===== src/rtl/uart_rx_if.sv =====
// uart_rx_if: serial input, configuration and received-frame outputs of the UART receiver
interface uart_rx_if #(parameter int DATA_BITS = 8);
  logic                 rx;
  logic                 parity_en;
  logic [12:0]          clk_per_bit;
  logic [DATA_BITS-1:0] rx_data;
  logic                 rx_valid;
  logic                 frame_error;
  logic                 parity_error;
  modport master (output rx, parity_en, clk_per_bit, input rx_data, rx_valid, frame_error, parity_error);
  modport slave  (input rx, parity_en, clk_per_bit, output rx_data, rx_valid, frame_error, parity_error);
endinterface


===== src/rtl/uart_rx_core.sv =====
// uart_rx_core: oversampling UART receiver, centre-sampled LSB-first frames with optional parity
module uart_rx_core #(
  parameter int DATA_BITS   = 8,
  parameter int SYNC_STAGES = 2,
  parameter int PARITY_ODD  = 0
) (
  input logic     clk,
  input logic     rst_n,
  uart_rx_if.slave bus
);
  typedef enum logic [2:0] {IDLE, START, DATA, PARITY, STOP} state_t;
  state_t                 state_q, state_d;
  logic [SYNC_STAGES-1:0] sync_q;
  logic                   rxs, rxs_d, fall;
  logic [12:0]            n_q, n_in, cnt_q, target;
  logic [3:0]             bit_cnt_q;
  logic [DATA_BITS-1:0]   shreg_q, data_q;
  logic                   par_en_q, pbit_q, tick, last_bit;
  logic                   done, pe_d;
  logic                   valid_q, fe_q, pe_q;
  assign rxs      = sync_q[SYNC_STAGES-1];
  assign fall     = rxs_d & ~rxs;
  assign n_in     = (bus.clk_per_bit < 13'd4) ? 13'd4 : bus.clk_per_bit;
  assign target   = (state_q == START) ? {1'b0, n_q[12:1]} - 13'd1 : n_q - 13'd1;
  assign tick     = cnt_q == target;
  assign last_bit = bit_cnt_q == 4'(DATA_BITS - 1);
  assign bus.rx_data      = data_q;
  assign bus.rx_valid     = valid_q;
  assign bus.frame_error  = fe_q;
  assign bus.parity_error = pe_q;
  // metastability synchronizer plus one delayed copy for falling-edge detection
  always_ff @(posedge clk or negedge rst_n) begin
    if (!rst_n) begin
      sync_q <= '1;
      rxs_d  <= 1'b1;
    end else begin
      sync_q <= {sync_q[SYNC_STAGES-2:0], bus.rx};
      rxs_d  <= rxs;
    end
  end
  // FSM state register
  always_ff @(posedge clk or negedge rst_n) begin
    if (!rst_n) state_q <= IDLE;
    else        state_q <= state_d;
  end
  // next-state logic: a start sample reading 1 is a glitch and drops back to IDLE
  always_comb begin
    state_d = state_q;
    case (state_q)
      IDLE:    state_d = fall ? START : IDLE;
      START:   state_d = tick ? (rxs ? IDLE : DATA) : START;
      DATA:    state_d = (tick && last_bit) ? (par_en_q ? PARITY : STOP) : DATA;
      PARITY:  state_d = tick ? STOP : PARITY;
      STOP:    state_d = tick ? IDLE : STOP;
      default: state_d = IDLE;
    endcase
  end
  // frame completion and its error flags, decided at the mid-stop sample
  always_comb begin
    done = (state_q == STOP) && tick;
    pe_d = par_en_q && ((^shreg_q ^ pbit_q) != 1'(PARITY_ODD));
  end
  // datapath: bit timer, shift register, latched config and registered outputs
  always_ff @(posedge clk or negedge rst_n) begin
    if (!rst_n) begin
      n_q       <= '0;
      cnt_q     <= '0;
      bit_cnt_q <= '0;
      shreg_q   <= '0;
      data_q    <= '0;
      par_en_q  <= 1'b0;
      pbit_q    <= 1'b0;
      valid_q   <= 1'b0;
      fe_q      <= 1'b0;
      pe_q      <= 1'b0;
    end else begin
      cnt_q <= (state_q == IDLE || tick) ? '0 : cnt_q + 13'd1;
      if (state_q == IDLE && fall) begin
        n_q       <= n_in;
        par_en_q  <= bus.parity_en;
        bit_cnt_q <= '0;
      end
      if (state_q == DATA && tick) begin
        shreg_q   <= {rxs, shreg_q[DATA_BITS-1:1]};
        bit_cnt_q <= bit_cnt_q + 4'd1;
      end
      if (state_q == PARITY && tick) pbit_q <= rxs;
      if (done) data_q <= shreg_q;
      valid_q <= done;
      fe_q    <= done & ~rxs;
      pe_q    <= done & pe_d;
    end
  end
endmodule


===== src/flat_wrapper.sv =====
// flat-port wrapper written by rule: the top's interface ports become plain ports
module uart_rx_core_flat 
#(
  parameter int DATA_BITS   = 8,
  parameter int SYNC_STAGES = 2,
  parameter int PARITY_ODD  = 0
)
  (clk, rst_n, bus_rx, bus_parity_en, bus_clk_per_bit, bus_rx_data, bus_rx_valid, bus_frame_error, bus_parity_error);
  uart_rx_if #(.DATA_BITS(DATA_BITS)) bus_i ();
  input logic clk;
  input logic rst_n;
  input wire logic [$bits(bus_i.rx)-1:0] bus_rx;
  input wire logic [$bits(bus_i.parity_en)-1:0] bus_parity_en;
  input wire logic [$bits(bus_i.clk_per_bit)-1:0] bus_clk_per_bit;
  output wire logic [$bits(bus_i.rx_data)-1:0] bus_rx_data;
  output wire logic [$bits(bus_i.rx_valid)-1:0] bus_rx_valid;
  output wire logic [$bits(bus_i.frame_error)-1:0] bus_frame_error;
  output wire logic [$bits(bus_i.parity_error)-1:0] bus_parity_error;
  assign bus_i.rx = bus_rx;
  assign bus_i.parity_en = bus_parity_en;
  assign bus_i.clk_per_bit = bus_clk_per_bit;
  assign bus_rx_data = bus_i.rx_data;
  assign bus_rx_valid = bus_i.rx_valid;
  assign bus_frame_error = bus_i.frame_error;
  assign bus_parity_error = bus_i.parity_error;
  uart_rx_core #(.DATA_BITS(DATA_BITS), .SYNC_STAGES(SYNC_STAGES), .PARITY_ODD(PARITY_ODD)) u_core (.clk(clk), .rst_n(rst_n), .bus(bus_i));
endmodule

===== config.mk =====
export PLATFORM = sky130hd
export DESIGN_NAME = uart_rx_core_flat
export DESIGN_NICKNAME = d
export VERILOG_FILES = /design/src/rtl/uart_rx_if.sv /design/src/rtl/uart_rx_core.sv /design/src/flat_wrapper.sv
export SDC_FILE = /design/constraint.sdc
export NUM_CORES = 1
export LEC_CHECK = 0
export BUFFER_PORTS_ARGS = -buffer_cell sky130_fd_sc_hd__buf_2
export CAP_MARGIN = 20
export CELL_PAD_IN_SITES_DETAIL_PLACEMENT = 0
export CELL_PAD_IN_SITES_GLOBAL_PLACEMENT = 1
export CORE_MARGIN = 2
export CORE_UTILIZATION = 45
export CTS_BUF_LIST = sky130_fd_sc_hd__clkbuf_4
export CTS_CLUSTER_DIAMETER = 60
export DETAILED_ROUTE_END_ITERATION = 10
export GPL_TIMING_DRIVEN = 0
export PLACE_DENSITY_LB_ADDON = 0.1
export RECOVER_POWER = 50
export SYNTH_ARGS = -nofsm -noshare
export SYNTH_HDL_FRONTEND = slang
export SYNTH_SLANG_ARGS = --single-unit
export TNS_END_PERCENT = 30

===== constraint.sdc =====
create_clock -name clk -period 12 [get_ports clk]
set_clock_uncertainty 0.1 [all_clocks]
set_input_delay 2.4 -clock clk [delete_from_list [all_inputs] [get_ports clk]]
set_output_delay 2.4 -clock clk [all_outputs]
set_load 0.02 [all_outputs]

## Word level (Yosys, flattened, before mapping)

Cells that the tools add are included.

| operators by class | value |
|---|---|
| add/subtract/negate cells | 4 |
| order comparisons | 1 |
| equal/unequal tests | 6 |
| mux-type cells | 13 |
| bitwise logic cells | 5 |
| reduce and logical (&&, ||, !) cells | 10 |

Operators by type and width:

| cell | number |
|---|---|
| 13-bit 2-to-1 mux | 3 |
| 3-bit 2-to-1 mux | 5 |
| 3-bit case mux with 5 select lines | 1 |
| 13-bit by 1-bit adder with 13-bit output (second input constant) | 1 |
| 13-bit equality test | 1 |
| 13-bit by 3-bit less-than comparator with 1-bit output (second input constant) | 1 |
| 12-bit by 1-bit subtractor with 13-bit output (second input constant) | 1 |
| 13-bit by 1-bit subtractor with 13-bit output (second input constant) | 1 |
| 4-bit 2-to-1 mux | 2 |
| 8-bit parity | 1 |
| 3-bit by 2-bit equality test with 1-bit output (second input constant) | 2 |
| 1-bit logical AND | 6 |
| 4-bit by 1-bit adder with 4-bit output (second input constant) | 1 |
| 4-bit by 3-bit equality test with 1-bit output (second input constant) | 1 |
| 1-bit AND | 3 |
| 3-bit by 1-bit equality test with 1-bit output (second input constant) | 1 |
| 3-bit equality test (second input constant) | 1 |
| 3-bit zero test | 1 |
| 2-bit 2-to-1 mux | 1 |
| 2-bit nonzero test | 1 |
| 1-bit logical OR | 1 |
| 1-bit 2-to-1 mux | 1 |
| 1-bit inverter | 1 |
| 1-bit XOR | 1 |

| word-level totals | value |
|---|---|
| register bits | 57 |
| input port bits | 17 |
| output and inout bits | 11 |
| word-level logic and storage cells | 52 |

## Logic depth before layout (Yosys ltp)

| logic depth | value |
|---|---|
| depth after elaboration | 6 |
| depth in mapped cells | 15 |
| mapped depth without buffers | 11 |

## Least setup slack after synthesis

No wires, ideal clock.

| path | value |
|---|---|
| kind | register -> register |
| from | register u_core.state_q[2] |
| to | register u_core.data_q[0], in the netlist u_core.bus.rx_data[0] |
| library setup time | 0.125 ns |
| arrival | 3.757 ns |
| required time | 11.775 ns |
| setup slack | 8.018 ns |
| stages on the path, launching flop included | 15 |
| buffers on the path | 3 |
| clock period less this slack | 3.982 ns |
| cells stage by stage | dfrtp_1 or3b_1 clkbuf_1 buf_2 buf_2 a21oi_1 ha_1 nor3b_1 nand2_1 o311a_1 or3_1 a211oi_1 nand4_1 nor2_2 mux2_2 |

| on the way | value |
|---|---|
| word-level cells in the longest chain between the ends | 4 |
| elaborated cells on any way between the ends | 5 |
| classes of those cells | eq/ne (3); mux (1); reduce/logical (1) |

RTL lines:

| element | line | RTL |
|---|---|---|
| start: declaration | uart_rx_core.sv:12 | `state_t state_q, state_d;` |
| start signal: assignment | uart_rx_core.sv:44 | `else state_q <= state_d;` |
| 3-bit by 1-bit equality test with 1-bit output | uart_rx_core.sv:24 | `assign target = (state_q == START) ? {1'b0, n_q[12:1]} - 13'd1 : n_q - 13'd1;` |
| 13-bit 2-to-1 mux | uart_rx_core.sv:24 |  |
| 13-bit equality test | uart_rx_core.sv:25 | `assign tick = cnt_q == target;` |
| 1-bit logical AND * | uart_rx_core.sv:60 | `done = (state_q == STOP) && tick;` |
| end signal: assignment | uart_rx_core.sv:88 | `if (done) data_q <= shreg_q;` |
| end: declaration | uart_rx_core.sv:17 | `logic [DATA_BITS-1:0] shreg_q, data_q;` |

Every way passes the cells marked *; elsewhere a longest branch is shown, timed or not.
A chain may end at the register's enable or synchronous reset.

## Worst setup path after layout

| path | value |
|---|---|
| from | register u_core.state_q[2] |
| to | register u_core.data_q[3], in the netlist u_core.bus.rx_data[3] |

The elaborated chain is that of the path after synthesis.

==> run metrics <==
status finished, violations left; failing checks capacitance limit, slew limit; Worst slew margin -25.6%; Antenna Cells 0; setup_tns 0 ps; full die area 8460 um2; Max Cap Viol 1; cts repair resizes 0; CP max stage delay 680 ps; f_max 0.211 GHz; setup ws final 7260 ps; # H-tree levels 3; CTS tree built; pwr dens 223 nW/um2; Final Routed Wirelength 8250 um; total clock sinks 57; net count after synthesis 380; LEAKAGE 1.82 nW; most frequent CP cell buf_2; fraction of layout cells with a size suffix above 1 18.1%; drt pass-1 iters 4; Synth Register Bits 57; asr flop ratio synth 100%; Ports 28; clock buffer depth 2; Placement Setup Slack 7230 ps; final setup fails 0; Max IR drop VDD 0.101 mV; routed length per instance 16.3 um; Tmin final 4740 ps; Final Cell Area 3920 um2; worst-path fanout max 10; critical path required time 12190 ps; sequential fraction of the synthesis area 41.1%; Initial Utilization 45.8%; DR vias/cell 5.54; largest net degree at the start of global routing 38; post-route insts no fill 506; Top delay family on crit path simple AND/OR/NAND/NOR gates; clk_lat worst skew 400 ps; Post-synth EDFFs 0; die width 92.0 um; dpl cells 490; Die Height 92.0 um; placer congestion estimate 0.820; Arr. time, crit path 4930 ps; Critical Path Source Type flop; CP Buf/Inv Count 3; ANT nets after route 0; port bufs 27; Core Rows 32; initial antenna violation count 0; Synth Cell Area 3480 um2; Syn-to-layout area delta 12.5%; drc violations 0; Syn Inst Count 360; kind of end point of the critical path flop; number of buffers created by CTS 9; FF-to-FF setup slack 7260 ps; worst hold path type reg2reg; Vias 2801; Final Max Slew Viols 38; Yosys cell types 68; Final period util 39.5%; Hold Fails Final Rpt 0; RSZ-0062 raised after global routing false; final global-route overflow total 0; yosys warns 0; CP Class reg2reg; core area 7610 um2; total global-route track usage 21.7%; critical-path cell list or3b_1 -> clkbuf_1 -> buf_2 -> buf_2 -> a21oi_1 -> ha_1 -> nor4b_1 -> o211ai_1 -> o21a_1 -> o221ai_1 -> o31a_1 -> nand4_1 -> nor2_2 -> mux2_2; Placed Area 3760 um2; worst slew pin tran 1880 ps; drt initial violations 120; post-cts hold buffer count 0; fin nets 419; vias in the first global route 2818; # Post-CTS Setup Buffers 0; Worst path slowest cell nor4b_1; dpl hpwl 6130 um; CTS Root Cell clkbuf_4; clock slew at reported path FFs 110 ps; global-route wire length before repair 14300 um; post-synthesis area per instance 9.67 um2; Top FF cell, synth dfrtp_1
## cells by family (layout without fill, tap and decap cells)
logic type	Yosys count	in the layout	share of synthesized area, %
simple gates	142	142	23.3
compound gates	64	64	13.5
flops	57	57	41.1
buf+inv	35	79	4.49
xor+xnor	31	31	7.80
mux	28	28	8.73
fa+ha+maj	3	3	1.08
## final timing paths
path,startpoint,end,cells past startpoint
setup / recovery,u_core.state_q[2]$_DFF_PN0_,u_core.bus.rx_data[3]$_DFFE_PN0P_,14
hold / removal,u_core.sync_q[0]$_DFF_PN1_,u_core.sync_q[1]$_DFF_PN1_,0
setup reg to reg,u_core.state_q[2]$_DFF_PN0_,u_core.bus.rx_data[3]$_DFFE_PN0P_,14
hold reg to reg,u_core.sync_q[0]$_DFF_PN1_,u_core.sync_q[1]$_DFF_PN1_,0
max in group asynchronous,rst_n,u_core.cnt_q[1]$_DFF_PN0_,2
min in group asynchronous,rst_n,u_core.n_q[11]$_DFFE_PN0P_,1
## sequential cells by signal, summed over array words and instances (netlist names)
register,cells
u_core.cnt_q,13
u_core.n_q,13
u_core.bus.rx_data,8
u_core.shreg_q,8
u_core.bit_cnt_q,4
u_core.state_q,3
u_core.sync_q,2
u_core.bus.frame_error,1
u_core.bus.parity_error,1
u_core.bus.rx_valid,1
u_core.par_en_q,1
u_core.pbit_q,1
u_core.rxs_d,1
## cell usage after synthesis, drive strengths merged, types with 4 or more instances
cell type | instances | area [um2]
a211oi | 6 | 45.0
a21oi | 4 | 20.0
and3 | 5 | 31.3
buf | 8 | 55.1
clkbuf | 16 | 60.1
dfrtp | 54 | 1350
inv | 11 | 41.3
mux2 | 19 | 214
mux2i | 9 | 90.1
nand2 | 44 | 165
nand3 | 12 | 60.1
nor2 | 24 | 92.6
nor2b | 11 | 68.8
nor3 | 7 | 35.0
nor4 | 5 | 31.3
nor4b | 9 | 115
nor4bb | 4 | 40.0
o211ai | 4 | 30.0
o21ai | 14 | 70.1
o21bai | 4 | 30.0
xnor2 | 17 | 149
xor2 | 14 | 123
## area by class of cell
type                       count  area [um2]
buffer                        24         115
clock buffer                   9        67.6
clock inverter                 7         103
fill                         754        3690
inverter                      11        41.3
multi-input combinational    268        1900
sequential                    57        1430
tap                          102         128
timing repair buffer          28         136
## metal layers
layer / part of all wire (%) / track usage (%)
met4: 0.93 / 5.47
met1: 48 / 29.8
met3: 3.5 / 4.93
met5: 0 / 0
met2: 47 / 35.0
## cell usage in the layout (no fill, tap or decap), types with 3 or more instances in the layout
cell / count
mux2_2: 14
mux2_1: 5
clkinv_4: 3
nand2_1: 44
and3_1: 5
and2_1: 3
xor2_1: 14
o21ai_0: 14
clkbuf_4: 9
nor4_1: 5
inv_1: 11
nor3_1: 7
ha_1: 3
dfrtp_1: 54
clkbuf_1: 19
nor2_1: 23
nor2b_1: 11
a21oi_1: 4
o21bai_1: 4
nand3b_1: 3
nor4b_1: 6
xnor2_1: 17
mux2i_1: 9
nor4bb_1: 4
o211ai_1: 4
a211oi_1: 6
nand3_1: 12
buf_2: 30
## per-stage QoR
step / hold WS [ps] / power [mW] / util [%]
final: 266 / 0.873 / 51.5
after global routing: 271 / 0.944 / 51.5
after CTS: 263 / 0.879 / 51.7
after detailed placement: 247 / 0.709 / 49.5
after global placement: 246 / 0.701 / 49.2
after floorplan: 245 / 0.603 / -
## power by group
part | internal, mW | switching [mW]
clock network | 0.0861 | 0.0808
registers | 0.225 | 0.0348
logic | 0.187 | 0.259
Power figures use the tool's default switching activity.
